==> src/rtl/motor_pkg.sv <==
// Shared types and helpers for the motor command ramp: FSM states, field widths
// and the saturating step used for every magnitude update.
package motor_pkg;

   typedef enum logic [1:0] {
      RUN   = 2'd0,
      BRAKE = 2'd1,
      DEAD  = 2'd2
   } state_t;

   localparam int MAG_W   = 7;
   localparam int DIR_BIT = 7;

   // Moves cur toward tgt by at most step and never overshoots. The add cannot
   // wrap because it is only taken when cur + step < tgt <= 127.
   function automatic logic [MAG_W-1:0] sat_step(input logic [MAG_W-1:0] cur,
                                                 input logic [MAG_W-1:0] tgt,
                                                 input logic [MAG_W-1:0] step);
      logic [MAG_W-1:0] res;
      if (cur < tgt) begin
         res = ((tgt - cur) <= step) ? tgt : cur + step;
      end else begin
         res = ((cur - tgt) <= step) ? tgt : cur - step;
      end
      return res;
   endfunction

endpackage

==> src/rtl/ramp_tick_gen.sv <==
// Free-running prescaler: pulses tick for one clk every RAMP_DIV cycles.
// Commands never restart it, so slew timing stays on a fixed grid.
module ramp_tick_gen #(
   parameter int RAMP_DIV = 1000
) (
   input  logic clk,
   input  logic reset,
   output logic tick
);

   localparam int CW = (RAMP_DIV > 1) ? $clog2(RAMP_DIV) : 1;
   localparam logic [CW-1:0] LAST = CW'(RAMP_DIV - 1);

   logic [CW-1:0] cnt_q;
   logic [CW-1:0] cnt_d;

   always_comb begin
      tick  = (cnt_q == LAST);
      cnt_d = tick ? '0 : cnt_q + CW'(1);
   end

   always_ff @(posedge clk or posedge reset) begin
      if (reset) begin
         cnt_q <= '0;
      end else begin
         cnt_q <= cnt_d;
      end
   end

endmodule

==> src/rtl/motor_cmd_ramp.sv <==
// Slews signed speed commands toward their target, braking to zero and holding a
// dead time before any direction reversal. Output is {dir, mag} for the PWM stage.
module motor_cmd_ramp
   import motor_pkg::*;
#(
   parameter int RAMP_DIV   = 1000,
   parameter int STEP       = 1,
   parameter int DEAD_TICKS = 4
) (
   input  logic       clk,
   input  logic       reset,
   input  logic [7:0] cmd_val,
   input  logic       cmd_valid,
   output logic       cmd_ready,
   input  logic       estop,
   output logic [7:0] pwm_val,
   output logic       at_target,
   output logic       busy,
   output state_t     state_dbg
);

   // Handshake: a command transfers on a rising clk edge where cmd_valid and
   // cmd_ready are both high; the source holds cmd_val stable until then.

   localparam int DW = $clog2(DEAD_TICKS + 1);
   localparam logic [MAG_W-1:0] STEP_M    = MAG_W'(STEP);
   localparam logic [DW-1:0]    DEAD_INIT = DW'(DEAD_TICKS);

   state_t           state_q, state_d;
   logic             dir_q, dir_d;
   logic [MAG_W-1:0] mag_q, mag_d;
   logic             tgt_dir_q, tgt_dir_d;
   logic [MAG_W-1:0] tgt_mag_q, tgt_mag_d;
   logic [DW-1:0]    dead_q, dead_d;

   logic             tick;
   logic             accept;
   logic             cmd_dir;
   logic             reversal;
   logic [MAG_W-1:0] brake_mag;

   ramp_tick_gen #(.RAMP_DIV(RAMP_DIV)) u_tick (
      .clk   (clk),
      .reset (reset),
      .tick  (tick)
   );

   assign cmd_ready = (state_q != DEAD) && !estop;
   assign accept    = cmd_valid && cmd_ready;
   assign pwm_val   = {dir_q, mag_q};
   assign busy      = (state_q != RUN);
   assign at_target = (state_q == RUN) && (dir_q == tgt_dir_q) && (mag_q == tgt_mag_q);
   assign state_dbg = state_q;

   always_comb begin
      state_d   = state_q;
      dir_d     = dir_q;
      mag_d     = mag_q;
      tgt_dir_d = tgt_dir_q;
      tgt_mag_d = tgt_mag_q;
      dead_d    = dead_q;

      // A zero-magnitude command keeps the present direction: slow down, never flip.
      cmd_dir   = (cmd_val[MAG_W-1:0] == '0) ? dir_q : cmd_val[DIR_BIT];
      reversal  = (tgt_dir_q != dir_q) && (tgt_mag_q != '0);
      brake_mag = sat_step(mag_q, '0, STEP_M);

      if (estop) begin
         mag_d     = '0;
         tgt_mag_d = '0;
         tgt_dir_d = dir_q;
         dead_d    = '0;
         state_d   = RUN;
      end else begin
         if (tick) begin
            case (state_q)
               RUN: begin
                  if (!reversal) begin
                     mag_d = sat_step(mag_q, tgt_mag_q, STEP_M);
                  end else if (mag_q == '0) begin
                     state_d = DEAD;
                     dead_d  = DEAD_INIT;
                  end else begin
                     state_d = BRAKE;
                     mag_d   = brake_mag;
                  end
               end
               BRAKE: begin
                  mag_d = brake_mag;
                  if (brake_mag == '0) begin
                     state_d = DEAD;
                     dead_d  = DEAD_INIT;
                  end
               end
               DEAD: begin
                  dead_d = dead_q - DW'(1);
                  if (dead_q == DW'(1)) begin
                     dir_d   = tgt_dir_q;
                     state_d = RUN;
                  end
               end
               default: state_d = RUN;
            endcase
         end

         // The tick above already used the old target; the new one lands after it.
         if (accept) begin
            tgt_dir_d = cmd_dir;
            tgt_mag_d = cmd_val[MAG_W-1:0];
            if ((state_q == BRAKE) && (cmd_dir == dir_q)) begin
               state_d = RUN;
            end
         end
      end
   end

   always_ff @(posedge clk or posedge reset) begin
      if (reset) begin
         state_q   <= RUN;
         dir_q     <= 1'b0;
         mag_q     <= '0;
         tgt_dir_q <= 1'b0;
         tgt_mag_q <= '0;
         dead_q    <= '0;
      end else begin
         state_q   <= state_d;
         dir_q     <= dir_d;
         mag_q     <= mag_d;
         tgt_dir_q <= tgt_dir_d;
         tgt_mag_q <= tgt_mag_d;
         dead_q    <= dead_d;
      end
   end

endmodule

==> config.mk <==
export PLATFORM = sky130hd
export DESIGN_NAME = motor_cmd_ramp
export DESIGN_NICKNAME = d
export VERILOG_FILES = /design/src/rtl/motor_pkg.sv /design/src/rtl/ramp_tick_gen.sv /design/src/rtl/motor_cmd_ramp.sv
export SDC_FILE = /design/constraint.sdc
export NUM_CORES = 1
export LEC_CHECK = 0
export ABC_AREA = 1
export CAP_MARGIN = 20
export CORE_ASPECT_RATIO = 0.75
export CORE_MARGIN = 2
export CORE_UTILIZATION = 55
export CTS_CLUSTER_DIAMETER = 80
export CTS_CLUSTER_SIZE = 10
export DETAILED_ROUTE_END_ITERATION = 8
export PLACE_DENSITY = 0.8
export SYNTH_ARGS = -nofsm -noshare
export SYNTH_HDL_FRONTEND = slang
export SYNTH_SLANG_ARGS = --single-unit
==> constraint.sdc <==
create_clock -name clk -period 2.95 [get_ports clk]
set_input_delay 0.4425 -clock clk [delete_from_list [all_inputs] [get_ports clk]]
set_output_delay 0.4425 -clock clk [all_outputs]
set_load 0.05 [all_outputs]
Word level (Yosys, flattened, before mapping):

Cells that the tools add are included.

* add/sub/neg operators: 7
* $lt $le $gt $ge: 6
* equality and inequality tests: 13
* muxes and demuxes: 32
* bitwise logic cells: 1
* reduce and logical (&&, ||, !) cells: 20

Operators with widths (count)
* 2-to-1 mux 7 bit: 12
* <= comparator 7 x 1 -> 1 bit (second input constant): 4
* logical NOT 7 bit: 3
* 2-to-1 mux 2 bit: 8
* 2-to-1 mux 3 bit: 5
* case mux 7 bit (2 select lines): 1
* subtractor 7 bit: 2
* adder 10 x 1 -> 10 bit (second input constant): 1
* == test 10 bit (second input constant): 1
* 2-to-1 mux 10 bit: 1
* case mux 3 bit (3 select lines): 1
* adder 7 x 1 -> 7 bit (second input constant): 1
* == test 7 bit: 1
* < comparator 7 x 1 -> 1 bit (second input constant): 1
* < comparator 7 bit: 1
* nonzero test 7 bit: 1
* subtractor 1 x 7 -> 7 bit (first input constant): 1
* subtractor 7 x 1 -> 7 bit (second input constant): 1
* logical AND 1 bit: 6
* != test 3 bit (second input constant): 2
* case mux 2 bit (3 select lines): 1
* nonzero test 2 bit: 3
* AND reduction 5 bit: 1
* != test 4 bit (second input constant): 1
* 16 further kinds: 19

* flip-flop bits (word level): 31
* bits of input ports: 12
* output and inout bits: 13
* word-level logic and storage cells: 86

Depth between registers and ports, before layout:

Gate-level depths: netlist (run 1).

* word-level depth: 11
* mapped depth: 17
* depth with buffers taken out: 17

Modules after synthesis:

From an unflattened synthesis (run 1), not the netlist that was laid out.

* cells, all modules: 473
* area, all modules: 3170.5 µm²

By module, submodules not included
* motor_cmd_ramp: instances 1, cells each 390, area each 2592.5 µm², sequential area each 525.5 µm²
* ramp_tick_gen: instances 1, cells each 83, area each 578.1 µm², sequential area each 250.2 µm²

Worst setup path after synthesis (run 1):

No wires, ideal clock.

* path type: reg2out
* start point: register mag_q[4]
* end point: output port at_target
* data arrival time: 2.583 ns
* required time: 2.508 ns
* setup slack: -0.075 ns
* cell stages (with the launch flop): 8
* buffers on the path: 1
* cells stage by stage: dfrtp_1 > inv_2 > ha_1 > buf_4 > nand2_1 > inv_1 > nand3_1 > nor3_1

* word-level cells in the longest chain between the ends: 2

Ends and longest elaborated chain
* start, declared: line motor_cmd_ramp.sv:31 `logic [MAG_W-1:0] mag_q, mag_d;`
* start signal, assigned: line motor_cmd_ramp.sv:128 `mag_q <= mag_d;`
* == test 7 bit: line motor_cmd_ramp.sv:52 `assign at_target = (state_q == RUN) && (dir_q == tgt_dir_q) && (mag_q == tgt_mag_q);`
* logical AND 1 bit: line motor_cmd_ramp.sv:52
* end, declared: line motor_cmd_ramp.sv:17 `output logic at_target,`

No other way between the ends.

Worst setup path in the final report (run 1):

* start point: register state_q[0], in the netlist state_dbg[0]
* end point: output port cmd_ready

* word-level cells in the longest chain between the ends: 2

Ends and longest elaborated chain
* start, declared: line motor_cmd_ramp.sv:29 `state_t state_q, state_d;`
* start signal, assigned: line motor_cmd_ramp.sv:126 `state_q <= state_d;`
* != test 2 bit: line motor_cmd_ramp.sv:48 `assign cmd_ready = (state_q != DEAD) && !estop;`
* logical AND 1 bit: line motor_cmd_ramp.sv:48
* end, declared: line motor_cmd_ramp.sv:14 `output logic cmd_ready,`

No other way between the ends.

==> summary.txt, run 1 <==
Max clock buf depth: 2
post-layout min period: 2530 ps
IO Count: 25
Slew HR: 51.9%
Syn-to-layout area delta: 14.4%
Mean Syn Cell Area: 6.98 sq um
Detail Route Antenna Nets: 0
hpwl dp: 6310 um
outcome: finished clean
Synth cell types: 42
Worst-Margin Slew: 719 ps
dpl cell area: 0.00345 sq mm
routed length per instance: 14.1 um
CP required: 2510 ps
initial core utilization: 57.6%
synthesized area: 0.00312 sq mm
Final WS setup: 417 ps
drt initial violations: 258
VDD IR max: 0.551 mV
largest net degree at the start of global routing: 32
clock slew seen by the registers of the worst setup and hold paths: 70 ps
Num CTS Buffers: 5
hold path depth: 1
Hold/Removal Path Class: reg2reg
core area: 0.00541 sq mm
GRT overflow: 0
yosys warns: 0
sequential area share after synthesis: 24.9%
max-slew violations: 0
Post-synth EDFFs: 0
Total Power: 3.67 mW
final setup vio count: 0
Final Cell Area: 0.00357 sq mm
drt pass-1 iters: 5
final hold violation count: 0
overall routing resource usage: 26.4%
H-tree depth: 2
# resized after CTS: 0
CTS tree: done
Die Span Y: 69.2 um
max_cap viols: 0
Async S/R FF share, synth: 100%
Post-Syn Nets: 484
path depth of the worst reg2reg path: 15
Via Count: 3002
gpl congestion: 0.997
Worst Min Path Start: u_tick.cnt_q[0]$_DFF_PP0_
post-CTS setup buffers: 0
Crit Reg-Reg Endpoint: mag_q[0]$_DFFE_PP0P_
cell count after synthesis: 447
hold buffer count at CTS: 0
FF+latch count, synth: 31
vias in the first global route: 2810
first-pass GRT wire length: 13400 um
initial antenna violation count: 0
Die X: 90.9 um
Most used DFF post-synth: dfrtp_1
RSZ-0062 raised after global routing: false
Vias/cell: 5.42
Crit. End Element: output pin
IO Port Bufs: 24
Final #Nets: 515
Largest stage delay, worst path: 840 ps
power per cell area: 1030 mW/mm^2
hold path endpoint: u_tick.cnt_q[0]$_DFF_PP0_
CTS root buf: clkbuf_8
R2R Path Start: tgt_mag_q[0]$_DFFE_PP0P_
clk_lat worst skew: 290 ps
Leak: 1.84 nW
Placement Setup Slack: 527 ps
num rows: 23
most common cell after layout, fill and taps aside: nand2_1
Antenna diodes: 0
buffers plus inverters on the worst setup path: 2
r2r setup slk: 500 ps
Peak Freq: 395 MHz
Tcrit/Tclk final: 85.9%
cell family with most CP delay: buffers and inverters
slowest CP cell: clkdlybuf4s50_1
CP Launch Type: flop
most frequent cells in the layout: 116 x nand2_1, 64 x inv_1, 39 x nand3_1, 36 x nor2_1, 31 x dfrtp_1
Worst Path Arrival: 2090 ps
Setup TNS: 0 ps
number of fillers in the final layout: 497
critical path, cell by cell: inv_1, ha_1, nor2_1, clkdlybuf4s50_1
CP max FO: 5
drt drc: 0
CTS sink cnt: 31
Crit Path Category: reg2out
Routed WL: 7820 um
Setup Skew: 7.82 ps
proportion of layout cells with a drive suffix above 1: 12.5%
die area: 0.00629 sq mm
-- registers in the layout (all words and copies together), names as in the netlist --
signal,flops
u_tick.cnt_q,10
mag_q,7
tgt_mag_q,7
dead_q,3
state_dbg,2
dir_q,1
tgt_dir_q,1
-- worst max path at each step --
stage,from,end,cells past startpoint
after floorplan,state_dbg[0]$_DFF_PP0_,tgt_mag_q[0]$_DFFE_PP0P_,6
after global placement,estop,cmd_ready,3
after detailed placement,estop,cmd_ready,3
after CTS,state_dbg[0]$_DFF_PP0_,cmd_ready,4
after global routing,state_dbg[0]$_DFF_PP0_,cmd_ready,4
final,state_dbg[0]$_DFF_PP0_,cmd_ready,4
-- metal layers --
layer | vias to the layer above | GRT usage, % | routed length, um
met3 | 9 | 4.24 | 522
li1 | 1519 | - | -
met2 | 94 | 39.8 | 3300
met4 | 0 | 6.23 | 99
met5 | - | 0 | 0
met1 | 1380 | 39.7 | 3890
-- area by class of cell --
cell class                      count  area, sq um  share of cell area [%]
Clock buffer                        6         82.6                    2.32
Multi-Input combinational cell    336         2010                    56.4
Timing Repair Buffer               32          298                    8.35
Clock inverter                      2         35.0                   0.982
Inverter                           72          270                    7.58
Tap cell                           75         93.8                    2.63
Sequential cell                    31          776                    21.8
-- per-stage QoR --
| step | cells | util (%) | hold slack, ps |
|---|---|---|---|
| after detailed placement | 546 | 63.7 | 465 |
| final | 554 | 65.9 | 479 |
| after global routing | 554 | 65.9 | 502 |
| after floorplan | 447 | - | 433 |
| after global placement | 546 | 63.7 | 450 |
| after CTS | 554 | 65.9 | 473 |
-- synthesized netlist by cell type (7+ instances only) --
| master | n | share of area (%) |
|---|---|---|
| nand4_1 | 25 | 5.0 |
| a21oi_1 | 13 | 2.1 |
| nand3_1 | 39 | 6.3 |
| inv_1 | 64 | 7.7 |
| nand2_1 | 116 | 14 |
| o22ai_1 | 7 | 1.4 |
| inv_2 | 7 | 0.84 |
| xor2_1 | 13 | 3.7 |
| nor2_1 | 36 | 4.3 |
| ha_1 | 23 | 9.2 |
| dfrtp_1 | 31 | 25 |
| nand2_2 | 9 | 1.8 |
-- where the power goes --
part | internal [mW] | switching, mW | total, mW
sequential | 0.478 | 0.0734 | 0.551
clock | 0.273 | 0.172 | 0.445
combinational | 0.871 | 1.80 | 2.67
-- cells by family (layout without fill, tap and decap cells) --
group | Yosys count | after routing | share of synthesized area, %
AND/OR/NAND/NOR | 256 | 256 | 41.5
buffers and inverters | 80 | 112 | 10.8
AO/OA/AOI/OAI | 40 | 40 | 7.87
flip-flops | 31 | 31 | 24.9
adder cells (fa/ha/maj) | 25 | 25 | 10.5
XOR/XNOR | 15 | 15 | 4.45
Note: power is estimated with default switching activity, not from simulation.
==> run 2: changes to the inputs <==
==> constraint.sdc (replaced) <==
create_clock -name clk -period 2.95 [get_ports clk]
set_input_delay 0.4425 -clock clk [delete_from_list [all_inputs] [get_ports clk]]
set_output_delay 0.4425 -clock clk [all_outputs]
set_load 0.005 [all_outputs]
==> summary.txt, run 2 (synthesized netlist as in run 1, its figures left out) <==
Detail Route Antenna Nets: 0 (unchanged)
power per cell area: 960 mW/mm^2 (was 1030 mW/mm^2)
r2r setup slk: 480 ps (was 500 ps)
Final #Nets: 515 (unchanged)
met2 Use GR: 42.4% (was 39.8%)
drt pass-1 iters: 6 (was 5)
Crit Reg-Reg Endpoint: mag_q[2]$_DFFE_PP0P_ (was mag_q[0]$_DFFE_PP0P_)
IO Count: 25 (unchanged)
Crit. End Element: output pin (unchanged)
most frequent cells in the layout: 116 x nand2_1, 64 x inv_1, 39 x nand3_1, 36 x nor2_1, 29 x dfrtp_1 (was 116 x nand2_1, 64 x inv_1, 39 x nand3_1, 36 x nor2_1, 31 x dfrtp_1)
vias in the first global route: 2951 (was 2810)
buffers plus inverters on the worst setup path: 3 (was 2)
proportion of layout cells with a drive suffix above 1: 12.6% (was 12.5%)
slowest CP cell: clkdlybuf4s50_1 (unchanged)
Num CTS Buffers: 5 (unchanged)
drt initial violations: 267 (was 258)
final core utilization: 65.4% (was 65.9%)
post-layout min period: 2810 ps (was 2530 ps)
Vias/cell: 5.48 (was 5.42)
routed length per instance: 14.6 um (was 14.1 um)
Die X: 90.9 um (unchanged)
Hold/Removal Path Class: reg2reg (unchanged)
post-CTS setup buffers: 0 (unchanged)
IO Port Bufs: 24 (unchanged)
largest net degree at the start of global routing: 32 (unchanged)
Worst Path Arrival: 2370 ps (was 2090 ps)
CP required: 2510 ps (about the same)
CP max FO: 8 (was 5)
CTS sink cnt: 31 (unchanged)
Worst Min Path Start: u_tick.cnt_q[0]$_DFF_PP0_ (unchanged)
Final Non-Filler Cells: 553 (was 554)
Max clock buf depth: 2 (unchanged)
Antenna diodes: 0 (unchanged)
VDD IR max: 0.405 mV (was 0.551 mV)
Worst-Margin Slew: 586 ps (was 719 ps)
CP Launch Type: flop (unchanged)
hold path endpoint: u_tick.cnt_q[0]$_DFF_PP0_ (unchanged)
overall routing resource usage: 27.4% (was 26.4%)
Crit Path Category: reg2out (unchanged)
GRT overflow: 0 (unchanged)
Final WS setup: 140 ps (was 417 ps)
outcome: finished clean (unchanged)
hold path depth: 1 (unchanged)
first-pass GRT wire length: 13800 um (was 13400 um)
Largest register FFs: 10 (unchanged)
final hold violation count: 0 (unchanged)
core area: 0.00541 sq mm (unchanged)
initial core utilization: 57.6% (unchanged)
initial antenna violation count: 0 (unchanged)
clock slew seen by the registers of the worst setup and hold paths: 70 ps (about the same)
max_cap viols: 0 (unchanged)
M3 GR Usage: 5.76% (was 4.24%)
Leak: 1.82 nW (was 1.84 nW)
busiest grt layer: met2 (unchanged)
RSZ-0062 raised after global routing: false (unchanged)
Reg with most FFs: u_tick.cnt_q (unchanged)
num rows: 23 (unchanged)
Largest stage delay, worst path: 530 ps (was 840 ps)
drt drc: 0 (unchanged)
number of fillers in the final layout: 515 (was 497)
sequential cell area: 778 sq um (was 776 sq um)
hold buffer count at CTS: 0 (unchanged)
critical path, cell by cell: inv_2, ha_2, nand2_1, inv_1, nand3_1, nor3_1, clkdlybuf4s50_1 (was inv_1, ha_1, nor2_1, clkdlybuf4s50_1)
Syn-to-layout area delta: 13.5% (was 14.4%)
Routed WL: 8100 um (was 7820 um)
Tcrit/Tclk final: 95.3% (was 85.9%)
Placement Setup Slack: 314 ps (was 527 ps)
CTS tree: done (unchanged)
max-slew violations: 0 (unchanged)
CTS root buf: clkbuf_8 (unchanged)
cell family with most CP delay: buffers and inverters (unchanged)
most common cell after layout, fill and taps aside: nand2_1 (unchanged)
path depth of the worst reg2reg path: 15 (unchanged)
final setup vio count: 0 (unchanged)
hpwl dp: 6400 um (was 6310 um)
Slew HR: 60.6% (was 51.9%)
clk_lat worst skew: 290 ps (about the same)
Setup TNS: 0 ps (unchanged)
Via Count: 3031 (was 3002)
H-tree depth: 2 (unchanged)
gpl congestion: 1.01 (was 0.997)
area occupied by multi-input gates: 0.00201 sq mm (about the same)
Top Registers: u_tick.cnt_q x10, mag_q x7, tgt_mag_q x7 (unchanged)
GRT met1 Usage: 39.7% (about the same)
Setup Skew: 9.85 ps (was 7.82 ps)
dpl cell area: 0.00345 sq mm (about the same)
die area: 0.00629 sq mm (unchanged)
Final Cell Area: 0.00354 sq mm (was 0.00357 sq mm)
Peak Freq: 356 MHz (was 395 MHz)
placed insts: 546 (unchanged)
R2R Path Start: tgt_mag_q[0]$_DFFE_PP0P_ (unchanged)
Die Span Y: 69.2 um (unchanged)
-- run 2: worst max-delay path by stage --
stage | startpoint | to | cells past startpoint
6_report | mag_q[4]$_DFFE_PP0P_ | at_target | 7
3_3_place_gp | mag_q[4]$_DFFE_PP0P_ | at_target | 7
3_5_place_dp | mag_q[4]$_DFFE_PP0P_ | at_target | 7
5_1_grt | mag_q[4]$_DFFE_PP0P_ | at_target | 7
2_1_floorplan | mag_q[0]$_DFFE_PP0P_ | mag_q[0]$_DFFE_PP0P_ | 15
4_1_cts | mag_q[4]$_DFFE_PP0P_ | at_target | 7
-- run 2: what timing repair did --
item	4_1_cts	5_1_grt
hold endpoints to repair	0	0
gates cloned	0	0
resized for setup	1	2
endpoints found under the setup margin	1	1
-- run 2: area by class of cell --
| class | count | area share, % |
|---|---|---|
| flip-flops and latches | 31 | 22.0 |
| inverters | 72 | 7.64 |
| clock buffers | 6 | 2.33 |
| clock inverters | 1 | 0.141 |
| well taps | 75 | 2.65 |
| multi-input cells | 336 | 56.8 |
| repair buffers | 32 | 8.49 |
-- run 2: through the flow --
step	power [mW]	hold slack (ps)
floorplan	2.45	433
global placement	2.98	457
detailed placement	2.99	464
CTS	3.35	472
global route	3.70	508
finish	3.40	474
-- run 2: routing by layer --
layer | share of wire, % | vias to the layer above | routed length (um)
li1 | - | 1508 | -
met1 | 47 | 1386 | 3800
met2 | 43 | 128 | 3510
met3 | 8.6 | 9 | 693
met4 | 1.1 | 0 | 93
met5 | 0 | - | 0
-- run 2: worst register-to-register path: cells and delay by family (launching register included) --
family	cells	cell delay, ps
adders and majority gates	2	570
DFF	1	420
xor gates and xnor gates	1	170
and+or+nand+nor	10	990
buffers and inverters	2	210
-- run 2: power by group --
| part | internal [mW] | switching [mW] | total [mW] |
|---|---|---|---|
| Sequential | 0.481 | 0.0991 | 0.580 |
| Clock | 0.183 | 0.164 | 0.347 |
| Combinational | 0.869 | 1.60 | 2.47 |
